## src/rtl/button_event_gen_if.sv

```systemverilog
// Event stream from button_event_gen (master) to the menu/cursor consumer (slave).
// VALID/READY handshake; CODE and REPEAT describe the head of the event queue.
interface button_event_gen_if;
    logic       EVT_VALID;
    logic       EVT_READY;
    logic [2:0] EVT_CODE;
    logic       EVT_REPEAT;

    modport master (
        output EVT_VALID,
        output EVT_CODE,
        output EVT_REPEAT,
        input  EVT_READY
    );

    modport slave (
        input  EVT_VALID,
        input  EVT_CODE,
        input  EVT_REPEAT,
        output EVT_READY
    );
endinterface

```

## src/rtl/button_event_gen.sv

```systemverilog
// Turns debounced button levels into press pulses and a queued press/auto-repeat event stream.
// Auto-repeat (REPEAT state, hold timer) is compiled only when BTN_AUTOREPEAT_EN is defined.
module button_event_gen #(
    parameter int CLK_HZ          = 100000000,
    parameter int REPEAT_DELAY_MS = 500,
    parameter int REPEAT_RATE_MS  = 100,
    parameter int FIFO_DEPTH      = 4
) (
    input  logic                        CLK,
    input  logic                        CPU_RESET_N,
    input  logic [4:0]                  BTNDB_I,
    output logic [4:0]                  PRESS_PULSE,
    button_event_gen_if.master          evt,
    output logic [$clog2(FIFO_DEPTH):0] FIFO_LEVEL,
    output logic                        OVERFLOW
);
    localparam int DLY   = CLK_HZ / 1000 * REPEAT_DELAY_MS;
    localparam int RPT   = CLK_HZ / 1000 * REPEAT_RATE_MS;
    localparam int PTR_W = $clog2(FIFO_DEPTH);
    localparam int LVL_W = PTR_W + 1;
`ifdef BTN_AUTOREPEAT_EN
    localparam int TMR_W   = $clog2((DLY > RPT) ? DLY : RPT) + 1;
    localparam int ENTRY_W = 4;
`else
    localparam int ENTRY_W = 3;
`endif

    localparam logic [1:0] ST_IDLE   = 2'd0;
    localparam logic [1:0] ST_HOLD   = 2'd1;
`ifdef BTN_AUTOREPEAT_EN
    localparam logic [1:0] ST_REPEAT = 2'd2;
`endif

    generate
        if (FIFO_DEPTH < 2 || (FIFO_DEPTH & (FIFO_DEPTH - 1)) != 0) begin : g_bad_depth
            $error("button_event_gen: FIFO_DEPTH must be a power of 2 and at least 2");
        end
        if (DLY < 1 || RPT < 1) begin : g_bad_timing
            $error("button_event_gen: repeat delay and rate must be at least one clock cycle");
        end
    endgenerate

    // ------------------------------------------------------------------
    // Rising-edge pulses
    // ------------------------------------------------------------------
    logic [4:0] prev_reg;
    logic [4:0] pulse_reg;
    wire  [4:0] rise;

    generate
        for (genvar gi = 0; gi < 5; gi++) begin : g_rise
            assign rise[gi] = BTNDB_I[gi] & ~prev_reg[gi];
        end
    endgenerate

    // ------------------------------------------------------------------
    // Active-button selection and event FSM
    // ------------------------------------------------------------------
    logic [1:0]         state_reg;
    logic [1:0]         state_next;
    logic [2:0]         act_reg;
    logic [2:0]         act_next;
    logic               push_req_reg;
    logic               push_req_next;
    logic [ENTRY_W-1:0] push_entry_reg;
    logic [ENTRY_W-1:0] push_entry_next;
`ifdef BTN_AUTOREPEAT_EN
    logic [TMR_W-1:0]   timer_reg;
    logic [TMR_W-1:0]   timer_next;
`endif
    logic [2:0]         lowest_idx;
    logic               act_held;

    // Lowest set index wins when several buttons are down together.
    always_comb begin
        lowest_idx = 3'd0;
        for (int i = 4; i >= 0; i--) begin
            if (BTNDB_I[i]) begin
                lowest_idx = 3'(i);
            end
        end
    end

    assign act_held = BTNDB_I[act_reg];

    always_comb begin
        state_next      = state_reg;
        act_next        = act_reg;
        push_req_next   = 1'b0;
        push_entry_next = push_entry_reg;
`ifdef BTN_AUTOREPEAT_EN
        timer_next      = timer_reg;
`endif
        case (state_reg)
            ST_IDLE: begin
                if (BTNDB_I != 5'd0) begin
                    act_next      = lowest_idx;
                    push_req_next = 1'b1;
`ifdef BTN_AUTOREPEAT_EN
                    push_entry_next = {1'b0, lowest_idx};
                    timer_next      = '0;
`else
                    push_entry_next = lowest_idx;
`endif
                    state_next = ST_HOLD;
                end
            end
            ST_HOLD: begin
                if (!act_held) begin
                    state_next = ST_IDLE;
`ifdef BTN_AUTOREPEAT_EN
                    timer_next = '0;
                end else if (timer_reg == TMR_W'(DLY - 1)) begin
                    push_req_next   = 1'b1;
                    push_entry_next = {1'b1, act_reg};
                    timer_next      = '0;
                    state_next      = ST_REPEAT;
                end else begin
                    timer_next = timer_reg + 1'b1;
`endif
                end
            end
`ifdef BTN_AUTOREPEAT_EN
            ST_REPEAT: begin
                if (!act_held) begin
                    state_next = ST_IDLE;
                    timer_next = '0;
                end else if (timer_reg == TMR_W'(RPT - 1)) begin
                    push_req_next   = 1'b1;
                    push_entry_next = {1'b1, act_reg};
                    timer_next      = '0;
                end else begin
                    timer_next = timer_reg + 1'b1;
                end
            end
`endif
            default: begin
                state_next = ST_IDLE;
            end
        endcase
    end

    always_ff @(posedge CLK or negedge CPU_RESET_N) begin
        if (!CPU_RESET_N) begin
            prev_reg       <= '0;
            pulse_reg      <= '0;
            state_reg      <= ST_IDLE;
            act_reg        <= '0;
            push_req_reg   <= 1'b0;
            push_entry_reg <= '0;
`ifdef BTN_AUTOREPEAT_EN
            timer_reg      <= '0;
`endif
        end else begin
            prev_reg       <= BTNDB_I;
            pulse_reg      <= rise;
            state_reg      <= state_next;
            act_reg        <= act_next;
            push_req_reg   <= push_req_next;
            push_entry_reg <= push_entry_next;
`ifdef BTN_AUTOREPEAT_EN
            timer_reg      <= timer_next;
`endif
        end
    end

    // ------------------------------------------------------------------
    // Event FIFO
    // ------------------------------------------------------------------
    logic [ENTRY_W-1:0] mem [FIFO_DEPTH];
    logic [PTR_W-1:0]   wr_ptr_reg;
    logic [PTR_W-1:0]   rd_ptr_reg;
    logic [LVL_W-1:0]   level_reg;
    logic [LVL_W-1:0]   level_next;
    logic               ovf_reg;
    logic               fifo_valid;
    logic               fifo_full;
    logic               pop;
    logic               wr_en;
    logic               drop;
    logic [ENTRY_W-1:0] head;

    assign fifo_valid = (level_reg != '0);
    assign fifo_full  = (level_reg == LVL_W'(FIFO_DEPTH));
    assign pop        = fifo_valid & evt.EVT_READY;
    // A pop in the same cycle frees the slot, so a full queue still accepts the push.
    assign wr_en      = push_req_reg & (~fifo_full | pop);
    assign drop       = push_req_reg & fifo_full & ~pop;

    always_comb begin
        level_next = level_reg;
        case ({wr_en, pop})
            2'b10:   level_next = level_reg + 1'b1;
            2'b01:   level_next = level_reg - 1'b1;
            default: level_next = level_reg;
        endcase
    end

    always_ff @(posedge CLK) begin
        if (wr_en) begin
            mem[wr_ptr_reg] <= push_entry_reg;
        end
    end

    always_ff @(posedge CLK or negedge CPU_RESET_N) begin
        if (!CPU_RESET_N) begin
            wr_ptr_reg <= '0;
            rd_ptr_reg <= '0;
            level_reg  <= '0;
            ovf_reg    <= 1'b0;
        end else begin
            if (wr_en) begin
                wr_ptr_reg <= wr_ptr_reg + 1'b1;
            end
            if (pop) begin
                rd_ptr_reg <= rd_ptr_reg + 1'b1;
            end
            level_reg <= level_next;
            if (drop) begin
                ovf_reg <= 1'b1;
            end
        end
    end

    // Memory is not reset, so head fields are masked while the queue is empty.
    assign head          = mem[rd_ptr_reg];
    assign evt.EVT_VALID = fifo_valid;
    assign evt.EVT_CODE  = fifo_valid ? head[2:0] : 3'd0;
`ifdef BTN_AUTOREPEAT_EN
    assign evt.EVT_REPEAT = fifo_valid & head[3];
`else
    assign evt.EVT_REPEAT = 1'b0;
`endif

    assign PRESS_PULSE = pulse_reg;
    assign FIFO_LEVEL  = level_reg;
    assign OVERFLOW    = ovf_reg;

endmodule

```

## src/flat_wrapper.sv

```systemverilog
// flat-port wrapper written by rule: the top's interface ports become plain ports
module button_event_gen_flat 
#(
    parameter int CLK_HZ          = 100000000,
    parameter int REPEAT_DELAY_MS = 500,
    parameter int REPEAT_RATE_MS  = 100,
    parameter int FIFO_DEPTH      = 4
)
  (CLK, CPU_RESET_N, BTNDB_I, PRESS_PULSE, FIFO_LEVEL, OVERFLOW, evt_EVT_VALID, evt_EVT_CODE, evt_EVT_REPEAT, evt_EVT_READY);
  button_event_gen_if evt_i ();
  input  logic CLK;
  input  logic CPU_RESET_N;
  input  logic [4:0] BTNDB_I;
  output logic [4:0] PRESS_PULSE;
  output logic [$clog2(FIFO_DEPTH):0] FIFO_LEVEL;
  output logic OVERFLOW;
  output wire logic [$bits(evt_i.EVT_VALID)-1:0] evt_EVT_VALID;
  output wire logic [$bits(evt_i.EVT_CODE)-1:0] evt_EVT_CODE;
  output wire logic [$bits(evt_i.EVT_REPEAT)-1:0] evt_EVT_REPEAT;
  input wire logic [$bits(evt_i.EVT_READY)-1:0] evt_EVT_READY;
  assign evt_EVT_VALID = evt_i.EVT_VALID;
  assign evt_EVT_CODE = evt_i.EVT_CODE;
  assign evt_EVT_REPEAT = evt_i.EVT_REPEAT;
  assign evt_i.EVT_READY = evt_EVT_READY;
  button_event_gen #(.CLK_HZ(CLK_HZ), .REPEAT_DELAY_MS(REPEAT_DELAY_MS), .REPEAT_RATE_MS(REPEAT_RATE_MS), .FIFO_DEPTH(FIFO_DEPTH)) u_core (.CLK(CLK), .CPU_RESET_N(CPU_RESET_N), .BTNDB_I(BTNDB_I), .PRESS_PULSE(PRESS_PULSE), .evt(evt_i), .FIFO_LEVEL(FIFO_LEVEL), .OVERFLOW(OVERFLOW));
endmodule
```

## config.mk

```make
export PLATFORM = sky130hd
export DESIGN_NAME = button_event_gen_flat
export DESIGN_NICKNAME = d
export VERILOG_FILES = /design/src/rtl/button_event_gen_if.sv /design/src/rtl/button_event_gen.sv /design/src/flat_wrapper.sv
export SDC_FILE = /design/constraint.sdc
export NUM_CORES = 1
export LEC_CHECK = 0
export BUFFER_PORTS_ARGS = -buffer_cell sky130_fd_sc_hd__buf_2
export CORE_ASPECT_RATIO = 0.6
export CORE_MARGIN = 2
export CORE_UTILIZATION = 50
export DETAILED_ROUTE_END_ITERATION = 10
export PLACE_DENSITY = 0.72
export SLEW_MARGIN = 30
export SYNTH_ARGS = -nofsm -noshare
export SYNTH_HDL_FRONTEND = slang
export SYNTH_SLANG_ARGS = --single-unit
export TNS_END_PERCENT = 20
```

## constraint.sdc

```tcl
create_clock -name CLK -period 4.85 [get_ports CLK]
set_clock_uncertainty 0.05 [all_clocks]
set_input_delay 0.7275 -clock CLK [delete_from_list [all_inputs] [get_ports CLK]]
set_output_delay 0.7275 -clock CLK [all_outputs]
set_load 0.02 [all_outputs]
```

==> flow_summary.toml, run 1 <==
[status]
status = "finished, final reports clean"

[worst_hold_path]
hp-class = "register to register"

[global_route]
grt_antenna_before_repair = 0
grt_pass1_wl_mm = 3.615
grt_remaining_overflow = 0
grt_pass1_vias = 724
gr-usage-all-layers = 0.1642
grt_max_degree = 24

[pwr]
power.leakage_nw = 0.7446
power_density_mw_per_mm2 = 638.3
peakVddDrop_mv = 0.2124
power_mw = 1.059

[critical_path]
critPathMaxFanout = 5
path_delay_family = "multiplexers"
cp.arrival_ns = 1.61
crit_chain = "mux4_2, and2_1, buf_2"
start_kind = "register"
slowest_delay_ns = 0.53
cp_data_required_time_ns = 4.07
setup.worst_path.class = "register to output port"
cp_slowest_cell = "mux4_2"
crit_buf_inv = 1
cp-end-kind = "output port"

[synth]
ys.flop_type = "dfrtp_1"
synth_fp_nets = 115
synth_edf_count = 12
synthCells = 101
syn_area_mm2 = 0.001453
netlist_top_cells_count = "23 x dfrtp_1, 12 x edfxtp_1, 11 x inv_1"
syn_area_per_cell_um2 = 14.38
synth.distinct_cells = 30
yosysSeqAreaShare = 0.6443
yosys-top-cells-area = "dfrtp_1 40%, edfxtp_1 25%, mux4_2 6.2%, ha_1 4.3%, and2_1 3.4%"
yosysTopAreaCellShare = 0.3962
yosys_warnings = 0
synthMostInstantiatedCell = "dfrtp_1"
yosysTopAreaCell = "dfrtp_1"
async_reset_ff_frac = 0.6571
ys_ff_latch = 35

[finish]
largest_reg_flops = 12
final_cells = 160
insertedDiodeCount = 0
fin_area_mm2 = 0.001659
layout.nets = 139
area_delta_synth_final_pct = 14.21
final_layout_size_suffix_gt1_frac = 0.2619
fin_util = 0.5893

[place]
port_buffers = 20
place_hpwl_mm = 1.738
place_area_mm2 = 0.001579
gp_congestion = 0.7305
dp.cells = 152

[timing]
fmax_ghz = 0.4180
rsz0062_at_grt = "no"
tightest_slew_ns = 0.5008
period_share = 0.4933
hold_violations = 0
finalSetupViolations = 0
fin_tns_setup_ns = 0
period_minus_slack_ns = 2.392
drv_slew = 0
max-slew-margin-rel = 0.6661

[clock_network]
clockRootBuffer = "clkbuf_8"
postCtsSetupBuffers = 0
clk_path_buf_depth = 2
cts_tree = "done"
clk_pin_slew_ns = 0.07
clk_latency_ns = 0.29
numCtsBuffers = 5
cts_resized = 0
htreeDepth = 2
cts.sinks = 35
cts_hold_buffers = 0

[routing]
dr.pass1.iters = 4
drt_wl_total_mm = 2.291
vias = 798
drt_iter0_drc = 68
detail-route-antenna-nets = 0
via_per_inst = 4.988
drc = 0
avgRoutedWirePerCell_um = 14.32

[floorplan]
initial_utilization = 0.5160
pin_count = 22
core_area_mm2 = 0.002815
fp.dieH_um = 45.75
fp.dieW_um = 73.59
dieArea_mm2 = 0.003367
num_rows = 15

[flow_run]
cap_violations = 0
==> stage by stage <==
stage          hold slack, ns  setup WS (ns)
3_3_place_gp           0.3250          2.409
5_1_grt                0.3572          2.354
2_1_floorplan          0.3230          2.593
6_report               0.3448          2.458
4_1_cts                0.3468          2.417
3_5_place_dp           0.3351          2.260
==> path summary, 6_finish.rpt <==
kind / startpoint / to / slack (ns) / cells past startpoint
max: u_core.rd_ptr_reg[0]$_DFFE_PN0P_ / evt_EVT_CODE[0] / 2.46 / 3
min: u_core.prev_reg[4]$_DFF_PN0_ / u_core.PRESS_PULSE[4]$_DFF_PN0_ / 0.34 / 1
max reg2reg: u_core.FIFO_LEVEL[0]$_DFFE_PN0P_ / u_core.FIFO_LEVEL[2]$_DFFE_PN0P_ / 2.64 / 9
min reg2reg: u_core.prev_reg[4]$_DFF_PN0_ / u_core.PRESS_PULSE[4]$_DFF_PN0_ / 0.34 / 1
max in group asynchronous: CPU_RESET_N / u_core.FIFO_LEVEL[1]$_DFFE_PN0P_ / 4.06 / 1
min in group asynchronous: CPU_RESET_N / u_core.prev_reg[4]$_DFF_PN0_ / 0.35 / 1
==> cells in the final DEF, fill, tap and decap left out <==
cell	count
clkinv_1	2
xor2_1	3
a31o_2	1
buf_2	20
nor2b_2	1
nor2_1	7
nand3_1	1
inv_1	11
clkbuf_8	5
conb_1	1
o22ai_1	1
nor3b_1	1
edfxtp_1	12
dfrtp_1	23
mux2_1	1
xnor2_1	3
or3_1	1
mux4_2	4
a21oi_1	3
mux2i_1	1
a211o_1	1
nor4_1	1
o32ai_1	1
and2_1	8
fa_1	1
nor4b_2	1
nor2b_1	3
a22o_2	1
ha_1	5
clkbuf_1	1
a21o_1	1
==> cells by family (layout without fill, tap and decap cells) <==
logic type / Yosys count / in the layout / share of synthesized area
XOR/XNOR: 6 / 6 / 0.03618
AND/OR/NAND/NOR: 24 / 24 / 0.09906
flip-flops: 35 / 35 / 0.6443
multiplexers: 6 / 6 / 0.07666
AO/OA/AOI/OAI: 9 / 9 / 0.04479
other: 1 / 1 / 0.002582
adder cells (fa/ha/maj): 6 / 6 / 0.05685
buffers and inverters: 14 / 39 / 0.03962
==> power by group <==
| group | switching (mW) | internal [mW] |
|---|---|---|
| clock | 0.0933 | 0.0976 |
| sequential | 0.0823 | 0.409 |
| combinational | 0.198 | 0.178 |
| total | 0.374 | 0.685 |
==> routing by layer <==
metal | vias up | track usage | share of wire
li1 | 390 | - | -
met1 | 385 | 0.2277 | 0.48
met2 | 19 | 0.2179 | 0.46
met3 | 4 | 0.08628 | 0.053
met4 | 0 | 0.06545 | 0.013
met5 | - | 0 | 0
==> final cells by class <==
cell class	instances	area, um^2
clock buffers	6	72.57
well taps	34	42.54
multi-input cells	52	459.2
clock inverters	2	7.507
fillers	233	1156
inverters	11	41.29
flip-flops and latches	35	935.9
repair buffers	20	100.1
No activity file was read; power rests on OpenSTA's default activity.
==> run 2: changes to the inputs <==
--- a/config.mk
+++ b/config.mk
@@ -8,9 +8,9 @@
 export BUFFER_PORTS_ARGS = -buffer_cell sky130_fd_sc_hd__buf_2
 export CORE_ASPECT_RATIO = 0.6
 export CORE_MARGIN = 2
-export CORE_UTILIZATION = 50
+export CORE_UTILIZATION = 49
 export DETAILED_ROUTE_END_ITERATION = 10
-export PLACE_DENSITY = 0.72
+export PLACE_DENSITY = 0.74
 export SLEW_MARGIN = 30
 export SYNTH_ARGS = -nofsm -noshare
 export SYNTH_HDL_FRONTEND = slang
==> constraint.sdc (replaced) <==
create_clock -name CLK -period 2 [get_ports CLK]
set_clock_uncertainty 0.05 [all_clocks]
set_input_delay 0.3 -clock CLK [delete_from_list [all_inputs] [get_ports CLK]]
set_output_delay 0.3 -clock CLK [all_outputs]
set_load 0.02 [all_outputs]
==> flow_summary.toml, run 2 (same netlist as run 1, synthesis figures left out) <==
[finish]
insertedDiodeCount = 0
area_delta_synth_final_pct = 22.83
final_cell_mix = "20 x buf_2, 20 x dfrtp_1, 12 x edfxtp_1, 9 x inv_1"
fin_util = 0.6254
fin_area_mm2 = 0.001784
final_layout_size_suffix_gt1_frac = 0.3538
layout.nets = 143
largest_reg_flops = 12

[timing]
finalSetupViolations = 0
fmax_ghz = 0.5142
period_minus_slack_ns = 1.945
hold_violations = 0
holdWs_ns = 0.1469
rsz0062_at_grt = "yes"
tightest_slew_ns = 0.5150
max-slew-margin-rel = 0.6567
period_share = 0.9724
drv_slew = 0

[critical_path]
critPathMaxFanout = 3
cp_slowest_cell = "dfrtp_2"
cp_data_required_time_ns = 2.13
crit_chain = "or3_1, and2_4, ha_4, inv_2, fa_2, mux2i_1"
start_kind = "register"
cp.arrival_ns = 2.08
path_delay_family = "adder cells"
startpoint = "u_core.FIFO_LEVEL[0]$_DFFE_PN0P_"
crit_buf_inv = 1
reg2reg_from = "u_core.FIFO_LEVEL[0]$_DFFE_PN0P_"
setup.worst_path.class = "register to register"
cp-end-kind = "register"
slowest_delay_ns = 0.43

[global_route]
grt_max_degree = 24
gr-usage-all-layers = 0.1734
grt_antenna_before_repair = 0
grt_pass1_vias = 816
grt_remaining_overflow = 0
grt_pass1_wl_mm = 4.057

[clock_network]
clockRootBuffer = "clkbuf_8"
clk_pin_slew_ns = 0.06
cts.sinks = 35
numCtsBuffers = 5
clk_latency_ns = 0.28
postCtsSetupBuffers = 0
cts_tree = "done"
htreeDepth = 2
clk_path_buf_depth = 2

[floorplan]
core_area_mm2 = 0.002853
dieArea_mm2 = 0.003430
num_rows = 15
initial_utilization = 0.5092
pin_count = 22
fp.dieH_um = 46.18
fp.dieW_um = 74.29

[routing]
drt_iter0_drc = 37
drc = 0
drt_wl_total_mm = 2.470
vias = 814
dr.pass1.iters = 4
detail-route-antenna-nets = 0
avgRoutedWirePerCell_um = 14.36
via_per_inst = 4.733

[pwr]
power.leakage_nw = 0.7906
power_mw = 2.965
peakVddDrop_mv = 0.6795
power_density_mw_per_mm2 = 1662

[worst_hold_path]
hp-start = "BTNDB_I[4]"
hp-class = "input port to register"

[place]
gp_congestion = 0.7315
place_hpwl_mm = 1.845
port_buffers = 20
place_area_mm2 = 0.001632

[flow_run]
cap_violations = 0

[status]
status = "finished, final reports clean"
[run 2: stage by stage]
stage	std cells	TNS [ns]	worst slack, ns
6_report	172	0	0.05510
5_1_grt	172	-0.04089	-0.02131
4_1_cts	172	0	0.01981
3_5_place_dp	163	-0.02127	-0.02127
3_3_place_gp	163	0	0.04477
2_1_floorplan	101	-0.05995	-0.03981
[run 2: final timing paths]
| path | cells after the start | slack, ns | end |
|---|---|---|---|
| max | 6 | 0.06 | u_core.FIFO_LEVEL[1]$_DFFE_PN0P_ |
| min | 1 | 0.15 | u_core.prev_reg[4]$_DFF_PN0_ |
| max reg2reg | 6 | 0.06 | u_core.FIFO_LEVEL[1]$_DFFE_PN0P_ |
| min reg2reg | 1 | 0.34 | u_core.PRESS_PULSE[4]$_DFF_PN0_ |
| max in group asynchronous | 2 | 1.04 | u_core.FIFO_LEVEL[1]$_DFFE_PN0P_ |
| min in group asynchronous | 2 | 0.48 | u_core.PRESS_PULSE[3]$_DFF_PN0_ |
[run 2: repair_timing]
action                                  in CTS  in global routing
endpoints found under the setup margin       1                  5
endpoints found under the hold margin       23                  0
pin swaps                                    0                  1
resized for setup                            1                  2
gates cloned                                 0                  0
hold buffers                                 1                  0
[run 2: layer usage]
metal / up-vias / GRT usage / part of all wire
met2: 20 / 0.2589 / 0.46
met5: - / 0 / 0
met3: 0 / 0.05908 / 0.047
met1: 400 / 0.2352 / 0.49
li1: 394 / - / -
met4: 0 / 0.07500 / 0
[run 2: final cells by class]
| type | count | area, um^2 |
|---|---|---|
| fillers | 217 | 1069 |
| repair buffers | 24 | 132.6 |
| flip-flops and latches | 35 | 939.7 |
| multi-input cells | 52 | 485.5 |
| well taps | 42 | 52.55 |
| clock inverters | 2 | 60.06 |
| clock buffers | 6 | 72.57 |
| inverters | 11 | 41.29 |
[run 2: power by group]
group          switching (mW)  total, mW  internal (mW)
registers               0.203       1.20          0.999
clock network           0.230      0.728          0.498
logic                   0.527       1.03          0.508
total                   0.959       2.96           2.01
==> run 3: changes to the inputs <==
--- a/config.mk
+++ b/config.mk
@@ -5,12 +5,15 @@
 export SDC_FILE = /design/constraint.sdc
 export NUM_CORES = 1
 export LEC_CHECK = 0
+export ABC_AREA = 1
 export BUFFER_PORTS_ARGS = -buffer_cell sky130_fd_sc_hd__buf_2
 export CORE_ASPECT_RATIO = 0.6
 export CORE_MARGIN = 2
-export CORE_UTILIZATION = 49
+export CORE_UTILIZATION = 50
+export CTS_CLUSTER_SIZE = 24
 export DETAILED_ROUTE_END_ITERATION = 10
-export PLACE_DENSITY = 0.74
+export PLACE_DENSITY = 0.75
+export SETUP_SLACK_MARGIN = 0.02
 export SLEW_MARGIN = 30
 export SYNTH_ARGS = -nofsm -noshare
 export SYNTH_HDL_FRONTEND = slang
==> flow_summary.toml, run 3 <==
[timing]
drv_slew = 0
worst_slack_ns = 0.06042
rsz0062_at_grt = "yes"
hold_violations = 0
fmax_ghz = 0.5156
period_minus_slack_ns = 1.940
tightest_slew_ns = 0.5471
period_share = 0.9698
max-slew-margin-rel = 0.6352
holdWs_ns = 0.1176
fin_tns_setup_ns = 0
finalSetupViolations = 0

[routing]
dr.pass1.iters = 4
via_per_inst = 4.725
detail-route-antenna-nets = 0
drc = 0
drt_iter0_drc = 78
avgRoutedWirePerCell_um = 12.83
drt_wl_total_mm = 2.849
vias = 1049

[pwr]
p_int_mw = 1.760
power_density_mw_per_mm2 = 1611
clock_power_share = 0.169
p_sw_mw = 1.248
p_sw_frac = 0.4149
pwr-share-seq = 0.396
power_mw = 3.009
power.leakage_nw = 0.8801
peakVddDrop_mv = 0.8865
pwr-share-comb = 0.435

[synth]
yosysTopAreaCell = "dfrtp_1"
ys_ff_latch = 35
syn_area_per_cell_um2 = 10.58
yosysTopAreaCellShare = 0.3701
yosys-top-cells-area = "dfrtp_1 37%, edfxtp_1 23%, nor2_1 5.8%, inv_1 5.1%, nand2_1 4.3%"
yosys_warnings = 0
synthCells = 147
yosysSeqAreaShare = 0.6018
syn_area_mm2 = 0.001555
ys.flop_type = "dfrtp_1"
synth_fp_nets = 161
synth_edf_count = 12
synthMostInstantiatedCell = "nor2_1"
netlist_top_cells_count = "24 x nor2_1, 23 x dfrtp_1, 21 x inv_1"
synth.distinct_cells = 27
async_reset_ff_frac = 0.6571

[finish]
insertedDiodeCount = 0
seq_area_um2 = 938.4
final_layout_size_suffix_gt1_frac = 0.3222
final_common_cell = "nor2_1"
final_cell_mix = "24 x nor2_1, 21 x dfrtp_1, 20 x inv_1, 20 x buf_2, 18 x nand2_1"
layout.nets = 193
multi_input_area_um2 = 534.3
n_fill_cell = 233
final_cells = 222
largest_reg_flops = 12
area_delta_synth_final_pct = 20.11

[clock_network]
numCtsBuffers = 5
clk_pin_slew_ns = 0.08
clk_path_buf_depth = 2
htreeDepth = 2
clk_latency_ns = 0.29
cts.sinks = 35
cts_tree = "done"
clockRootBuffer = "clkbuf_8"

[worst_hold_path]
hp-start = "BTNDB_I[1]"
hp-class = "input port to register"

[global_route]
grt_max_degree = 24
grt_antenna_before_repair = 0
use_met1 = 0.2382
grt_pass1_vias = 926
met2_usage = 0.2518
gr-usage-all-layers = 0.1749
grt_pass1_wl_mm = 4.457
grt_remaining_overflow = 0
grtUsageMet3 = 0.07885
busiest_layer = "met2"

[critical_path]
rr_worst_depth = 11
cp.arrival_ns = 2.10
critPathMaxFanout = 4
reg2reg_from = "u_core.FIFO_LEVEL[1]$_DFFE_PN0P_"
reg2reg_setup_slack_ns = 0.06
cp_data_required_time_ns = 2.16
timing.rr.end = "u_core.FIFO_LEVEL[2]$_DFFE_PN0P_"
endpoint = "u_core.FIFO_LEVEL[2]$_DFFE_PN0P_"
cp-end-kind = "register"
start_kind = "register"
setup.worst_path.class = "register to register"
startpoint = "u_core.FIFO_LEVEL[1]$_DFFE_PN0P_"

[place]
dp_slack_ns = 0.03138
dp.cells = 207
place_hpwl_mm = 1.957
gp_congestion = 0.8300
port_buffers = 20

[floorplan]
fp.dieH_um = 47.20
fp.dieW_um = 76
dieArea_mm2 = 0.003587
num_rows = 15
core_area_mm2 = 0.002909
initial_utilization = 0.5346
pin_count = 22

[flow_run]
cap_violations = 0

[status]
status = "finished, final reports clean"
run 3: worst max-delay path, stage by stage (launching register included):
cell     delay [ns]
dfrtp_2        0.41
nor2_4         0.06
buf_6          0.11
nand2_4        0.07
nand2_4        0.06
inv_4          0.07
ha_4           0.14
inv_4          0.03
fa_2           0.37
or2_0          0.21
nand2_1        0.09
xor2_1         0.19
run 3: worst min-delay path by stage:
| stage | to | slack [ns] | depth (start not counted) |
|---|---|---|---|
| after CTS | u_core.prev_reg[1]$_DFF_PN0_ | 0.1 | 1 |
| final | u_core.prev_reg[1]$_DFF_PN0_ | 0.12 | 1 |
| after global placement | u_core.FIFO_LEVEL[0]$_DFFE_PN0P_ | 0.25 | 1 |
| after floorplan | u_core.FIFO_LEVEL[0]$_DFFE_PN0P_ | -0.05 | 0 |
| after detailed placement | u_core.wr_ptr_reg[1]$_DFFE_PN0P_ | 0.26 | 1 |
| after global routing | u_core.prev_reg[1]$_DFF_PN0_ | 0.12 | 1 |
run 3: per-layer routing:
metal / share of wire / up-vias / wire [um]
met3: 0.065 / 2 / 185
li1: - / 519 / -
met5: 0 / - / 0
met2: 0.46 / 27 / 1312
met1: 0.47 / 501 / 1334
met4: 0.0056 / 0 / 16
run 3: cell type report:
type | instances | share of cell area
clock buffers | 5 | 0.03684
repair buffers | 27 | 0.08506
clock inverters | 3 | 0.01072
well taps | 42 | 0.02813
multi-input cells | 86 | 0.2860
flip-flops and latches | 35 | 0.5023
inverters | 24 | 0.05090
run 3: what timing repair did:
action,in CTS,in global routing
gates resized for setup,0,10
setup endpoints to repair,0,2
hold endpoints to repair,23,0
buffers inserted,0,6
hold buffers,1,0
run 3: cell families (layout without fill, tap and decap cells):
family          after synthesis  after routing  synth area share
xor+xnor                      3              3           0.02173
other cells                   1              1          0.002411
flops                        35             35            0.6018
compound gates               19             19           0.07241
simple gates                 57             57            0.1810
fa+ha+maj                     6              6           0.05310
buf+inv                      26             59           0.06758
run 3: power by group through the flow:
stage / Clock, mW / Combinational, mW / Sequential [mW]
6_report: 0.509 / 1.31 / 1.19
5_1_grt: 0.544 / 1.44 / 1.22
4_1_cts: 0.517 / 1.15 / 1.19
3_5_place_dp: 0 / 1.14 / 1.20
3_3_place_gp: 0 / 1.10 / 1.19
2_1_floorplan: 0 / 0.840 / 1.19
run 3: through the flow:
step           cell area (um^2)    util
2_1_floorplan              1555       -
3_3_place_gp               1693  0.5819
3_5_place_dp               1693  0.5819
4_1_cts                    1792  0.6159
5_1_grt                    1868  0.6422
6_report                   1868  0.6422
